## config.mk

```make
export PLATFORM = sky130hd
export DESIGN_NAME = acc_rx_sequencer
export DESIGN_NICKNAME = d
export VERILOG_FILES = /design/src/rtl/acc_uart_pkg.sv /design/src/rtl/acc_rx_pending_slot.sv /design/src/rtl/acc_rx_sequencer.sv
export SDC_FILE = /design/constraint.sdc
export NUM_CORES = 1
export LEC_CHECK = 0
export CAP_MARGIN = 20
export CORE_UTILIZATION = 54
export DETAILED_ROUTE_END_ITERATION = 8
export PLACE_DENSITY = 0.9
export RECOVER_POWER = 25
export SYNTH_ARGS = -nofsm -noshare
export SYNTH_HDL_FRONTEND = slang
export SYNTH_SLANG_ARGS = --single-unit
```

## constraint.sdc

```tcl
create_clock -name CLOCK_50 -period 2.37 [get_ports CLOCK_50]
set_input_delay 0.237 -clock CLOCK_50 [delete_from_list [all_inputs] [get_ports CLOCK_50]]
set_output_delay 0.237 -clock CLOCK_50 [all_outputs]
set_load 0.02 [all_outputs]
```

## src/rtl/acc_uart_pkg.sv

```systemverilog
// Shared constants for the UART accumulator path: FSM encoding, command bytes
// and the error counter ceiling.
package acc_uart_pkg;

  localparam logic [2:0] IDLE    = 3'd0;
  localparam logic [2:0] ADD     = 3'd1;
  localparam logic [2:0] CLR     = 3'd2;
  localparam logic [2:0] SEND_HI = 3'd3;
  localparam logic [2:0] WAIT_HI = 3'd4;
  localparam logic [2:0] SEND_LO = 3'd5;
  localparam logic [2:0] WAIT_LO = 3'd6;

  localparam logic [7:0] CMD_CLEAR_DEF = 8'h43;
  localparam logic [7:0] CMD_SEND_DEF  = 8'h3D;
  localparam logic [7:0] ERR_MAX       = 8'hFF;

  function automatic logic [7:0] sat_inc(input logic [7:0] v);
    return (v == ERR_MAX) ? v : v + 8'd1;
  endfunction

endpackage

```

## src/rtl/acc_rx_pending_slot.sv

```systemverilog
// One-entry holding register between the UART receiver and the sequencer FSM.
// A write lands only when the slot is empty or being drained the same cycle.
module acc_rx_pending_slot (
  input  logic       i_clk,
  input  logic       i_rst,
  input  logic       i_wr,
  input  logic [7:0] i_data,
  input  logic       i_consume,
  output logic       o_valid,
  output logic [7:0] o_data,
  output logic       o_overrun
);

  logic       r_valid;
  logic [7:0] r_data;

  assign o_valid   = r_valid;
  assign o_data    = r_data;
  assign o_overrun = i_wr & r_valid & ~i_consume;

  always_ff @(posedge i_clk) begin
    if (i_rst) begin
      r_valid <= 1'b0;
      r_data  <= 8'h00;
    end else if (i_wr && (!r_valid || i_consume)) begin
      r_valid <= 1'b1;
      r_data  <= i_data;
    end else if (i_consume) begin
      r_valid <= 1'b0;
    end
  end

endmodule

```

## src/rtl/acc_rx_sequencer.sv

```systemverilog
// Classifies received bytes into CLEAR / SEND / data, accumulates data bytes
// and streams a snapshot of the accumulator out high byte first.
module acc_rx_sequencer
  import acc_uart_pkg::*;
#(
  parameter logic [7:0] CMD_CLEAR = CMD_CLEAR_DEF,
  parameter logic [7:0] CMD_SEND  = CMD_SEND_DEF,
  parameter int         ACC_W     = 16
) (
  input  logic             CLOCK_50,
  input  logic             Reset,
  input  logic             rx_valid,
  input  logic [7:0]       rx_data,
  input  logic             rx_ferr,
  input  logic             tx_busy,
  output logic             tx_start,
  output logic [7:0]       tx_data,
  output logic [ACC_W-1:0] acc_value,
  output logic             overflow,
  output logic [7:0]       err_count,
  output logic             busy
);

  logic [2:0]       r_state;
  logic [7:0]       r_cur;
  logic [ACC_W-1:0] r_acc;
  logic [ACC_W-1:0] r_snap;
  logic             r_ovf;
  logic             r_seen;
  logic             r_tx_start;
  logic [7:0]       r_tx_data;
  logic [7:0]       r_err;

  logic             w_slot_vld;
  logic [7:0]       w_slot_data;
  logic             w_overrun;
  logic             w_consume;
  logic [ACC_W:0]   w_sum;

  assign w_consume = (r_state == IDLE) && w_slot_vld;
  assign w_sum     = {1'b0, r_acc} + {{(ACC_W-7){1'b0}}, r_cur};

  acc_rx_pending_slot u_slot (
    .i_clk     (CLOCK_50),
    .i_rst     (Reset),
    .i_wr      (rx_valid & ~rx_ferr),
    .i_data    (rx_data),
    .i_consume (w_consume),
    .o_valid   (w_slot_vld),
    .o_data    (w_slot_data),
    .o_overrun (w_overrun)
  );

  always_ff @(posedge CLOCK_50) begin
    if (Reset) begin
      r_state    <= IDLE;
      r_cur      <= 8'h00;
      r_acc      <= '0;
      r_snap     <= '0;
      r_ovf      <= 1'b0;
      r_seen     <= 1'b0;
      r_tx_start <= 1'b0;
      r_tx_data  <= 8'h00;
      r_err      <= 8'h00;
    end else begin
      r_tx_start <= 1'b0;
      // a framing error and an overrun on the same byte count only once
      if (rx_valid && (rx_ferr || w_overrun))
        r_err <= sat_inc(r_err);

      case (r_state)
        IDLE: begin
          if (w_slot_vld) begin
            r_cur <= w_slot_data;
            if (w_slot_data == CMD_CLEAR) begin
              r_state <= CLR;
            end else if (w_slot_data == CMD_SEND) begin
              r_state <= SEND_HI;
              r_snap  <= r_acc;
            end else begin
              r_state <= ADD;
            end
          end
        end
        ADD: begin
          r_acc <= w_sum[ACC_W-1:0];
          if (w_sum[ACC_W]) r_ovf <= 1'b1;
          r_state <= IDLE;
        end
        CLR: begin
          r_acc   <= '0;
          r_ovf   <= 1'b0;
          r_state <= IDLE;
        end
        SEND_HI: begin
          if (!tx_busy) begin
            r_tx_start <= 1'b1;
            r_tx_data  <= r_snap[ACC_W-1 -: 8];
            r_seen     <= 1'b0;
            r_state    <= WAIT_HI;
          end
        end
        WAIT_HI: begin
          // the transmitter only raises busy a cycle after tx_start
          if (tx_busy)     r_seen  <= 1'b1;
          else if (r_seen) r_state <= SEND_LO;
        end
        SEND_LO: begin
          if (!tx_busy) begin
            r_tx_start <= 1'b1;
            r_tx_data  <= r_snap[7:0];
            r_seen     <= 1'b0;
            r_state    <= WAIT_LO;
          end
        end
        WAIT_LO: begin
          if (tx_busy)     r_seen  <= 1'b1;
          else if (r_seen) r_state <= IDLE;
        end
        default: r_state <= IDLE;
      endcase
    end
  end

  assign tx_start  = r_tx_start;
  assign tx_data   = r_tx_data;
  assign acc_value = r_acc;
  assign overflow  = r_ovf;
  assign err_count = r_err;
  assign busy      = (r_state != IDLE) || w_slot_vld;

endmodule
```

==> results of run 1 <==
registers in the layout, summed over array words and instances (netlist names):
signal and flops:
overflow 1, r_seen 1, r_cur 8, err_count 8, tx_data 8, acc_value 16, tx_start 1, r_state 3
u_slot.o_data 8, u_slot.o_valid 1, r_snap 16
routing by layer:
metal | track usage [%] | share of wire, % | vias to the layer above
li1 | - | - | 1513
met1 | 32.39 | 43 | 1458
met2 | 44.19 | 50 | 102
met3 | 4.091 | 4.7 | 16
met4 | 13.57 | 2.2 | 0
met5 | 0 | 0 | -
per-stage QoR:
stage               hold slack [ns]  power [uW]
finish                       0.3168        2330
global route                 0.3344        2399
CTS                          0.3086        2335
detailed placement           0.4465        1420
global placement             0.4391        1415
floorplan                    0.3845        1358
kinds of logic (layout without fill, tap and decap cells):
logic type / Yosys count / count (layout)
buffers and inverters: 26 / 79
flip-flops: 71 / 71
AND/OR/NAND/NOR: 174 / 174
multiplexers: 14 / 14
adder cells (fa/ha/maj): 10 / 10
AO/OA/AOI/OAI: 99 / 99
XOR/XNOR: 13 / 13
worst paths after layout:
path	slack [ns]	endpoint	startpoint
max	0.17	acc_value[13]$_SDFFE_PP0P_	acc_value[2]$_SDFFE_PP0P_
min	0.32	acc_value[3]$_SDFFE_PP0P_	Reset
min reg2reg	0.45	r_snap[15]$_SDFFE_PP0P_	r_snap[15]$_SDFFE_PP0P_
max reg2reg	0.17	acc_value[13]$_SDFFE_PP0P_	acc_value[2]$_SDFFE_PP0P_
worst max-delay path: cells and delay by family (launching register included):
family / cells / cell delay, ns
AND/OR/NAND/NOR: 1 / 0.05
adder cells (fa/ha/maj): 1 / 0.38
AO/OA/AOI/OAI: 3 / 1.10
XOR/XNOR: 1 / 0.19
flip-flops: 1 / 0.35
power by group:
part	total (uW)	leakage [uW]	internal, uW	switching, uW
Sequential	1230	0.000573	1210	22.5
Clock	935	0.000103	478	457
Combinational	166	0.000911	66.1	99.4
cell usage in the layout (no fill, tap or decap), types with 9 or more instances in the layout:
cell             count
ha_1                 9
nor3_1               9
nand2_1             77
o21ai_0             14
clkbuf_8             9
clkdlybuf4s50_1     34
a21oi_1             56
dlygate4sd3_1       12
nor2_1              43
nand3_1             15
dfxtp_1             71
mux2i_1             13
cell type report:
| class | instances | area share (%) |
|---|---|---|
| clock inverters | 7 | 1.585 |
| well taps | 75 | 2.331 |
| multi-input cells | 310 | 43.89 |
| clock buffers | 9 | 3.077 |
| flip-flops and latches | 71 | 35.31 |
| inverters | 8 | 0.7460 |
| repair buffers | 55 | 13.06 |
==> results.json, run 1 <==
{
  "coreArea_sq_um": 5886,
  "antenna_left": 0,
  "synthSimpleGateAreaFrac_pct": 23.93,
  "drv_cap": 0,
  "max_stage_delay_ns": 0.51,
  "drt-total-wl_mm": 7.763,
  "clkLatencyLatePin_ns": 0.35,
  "synth_top_area_share_pct": 43.14,
  "cp.arrival_ns": 2.43,
  "cts.clk_slew.worst_paths_ns": 0.08,
  "clockBufferDepth": 2,
  "fin_util_pct": 68.39,
  "crit_chain": "ha_1, a21oi_1, a2111o_1, a2111oi_2, xnor2_1, nor3_2",
  "slew_violations": 0,
  "ctsResizeCount": 0,
  "vias": 3089,
  "die_area_sq_um": 6417,
  "chipHeight_um": 80.11,
  "regArea_sq_um": 1421,
  "drt_iter0_drc": 257,
  "finalNonFillerCells": 535,
  "endpoint_kind": "flop",
  "crit_slowest_cell": "a2111o_1",
  "syn_area_sq_um": 3294,
  "cts_tree": "yes",
  "clockRootBuffer": "clkbuf_8",
  "dpl_cell_area_sq_um": 3837,
  "power_per_cell_area_nw_per_um2": 578.8,
  "post-cts-setup-buffer-count": 0,
  "synth_top_cell_by_area": "dfxtp_1",
  "clkSinkCount": 71,
  "finClkSkew_ns": 0.008963,
  "synthTopCellsByCount": "77 x nand2_1, 71 x dfxtp_1, 56 x a21oi_1",
  "setup-tns-final_ns": 0,
  "ys_seq_area_share_pct": 43.14,
  "ys.warnings.count": 0,
  "drc_errors": 0,
  "tightestPinTransition_ns": 0.6683,
  "setup_slack_ns": 0.1722,
  "finalSetupViolations": 0,
  "synth_compound_area_share_pct": 17.93,
  "hold_depth": 2,
  "netlist-cell-type-count": 49,
  "fp-row-count": 28,
  "die_width_um": 80.11,
  "path_class": "flop to flop",
  "htree_levels": 3,
  "hold_violations": 0,
  "wire_per_inst_um": 14.51,
  "dpl.cell_count": 519,
  "first_pass_iters": 4,
  "crit_required_ns": 2.60,
  "diodes": 0,
  "r2r_cells": 6,
  "grt_usage_pct": 26.30,
  "synth_flop_cell": "dfxtp_1",
  "grt_max_degree": 45,
  "synth_top_family_by_area": "simple AND/OR/NAND/NOR gates",
  "synth_seq_cells": 71,
  "synth_edf_count": 0,
  "grt_pass1_wl_mm": 12.92,
  "n_fill_cell": 445,
  "dp_hpwl_mm": 5.636,
  "start_kind": "flop",
  "cts_made_buffers": 9,
  "top_level_ports": 48,
  "synth_area_leaders": "dfxtp_1 43%, nand2_1 8.8%, a21oi_1 8.5%",
  "p_leak_uw": 0.001587,
  "antenna_found_initial": 0,
  "grt_overflow": 0,
  "ir_drop_mv": 0.5700,
  "layout-drive-gt1-share_pct": 7.609,
  "synth_mux_area_share_pct": 4.292,
  "synthAdderAreaFrac_pct": 4.026,
  "syn_area_per_cell_sq_um": 8.094,
  "yosysMostFrequentCell": "nand2_1",
  "post-route-min-period_ns": 2.198,
  "syn2layout_area_growth_pct": 22.18,
  "port_buffers": 47,
  "fmax_mhz": 455.0,
  "gp_congestion": 0.9306,
  "via_per_inst": 5.774,
  "status": "finished, final reports clean",
  "synth_xor_area_share_pct": 3.456,
  "grt_pass1_vias": 2906,
  "rsz0062_at_grt": "false",
  "slew_headroom_pct": 55.45,
  "async_flop_share_pct": 0,
  "multi_input_area_sq_um": 1767,
  "stdcell_area_sq_um": 4025,
  "ctsHoldBuffers": 0,
  "critPathMaxFanout": 5,
  "syn-num-nets": 430,
  "pre_cts_slack_ns": 0.1985,
  "syn_inst": 407,
  "period_share_pct": 92.74,
  "nets": 478,
  "hp-class": "input pin to flop",
  "start_util_pct": 55.97
}
No activity file was read; power rests on OpenSTA's default activity.
==> run 2, diff against run 1 <==
- HOLD_SLACK_MARGIN: unset -> 0.06
==> results of run 2 <==
Same layout as run 1: the final DEF is identical, and so are final timing and power.
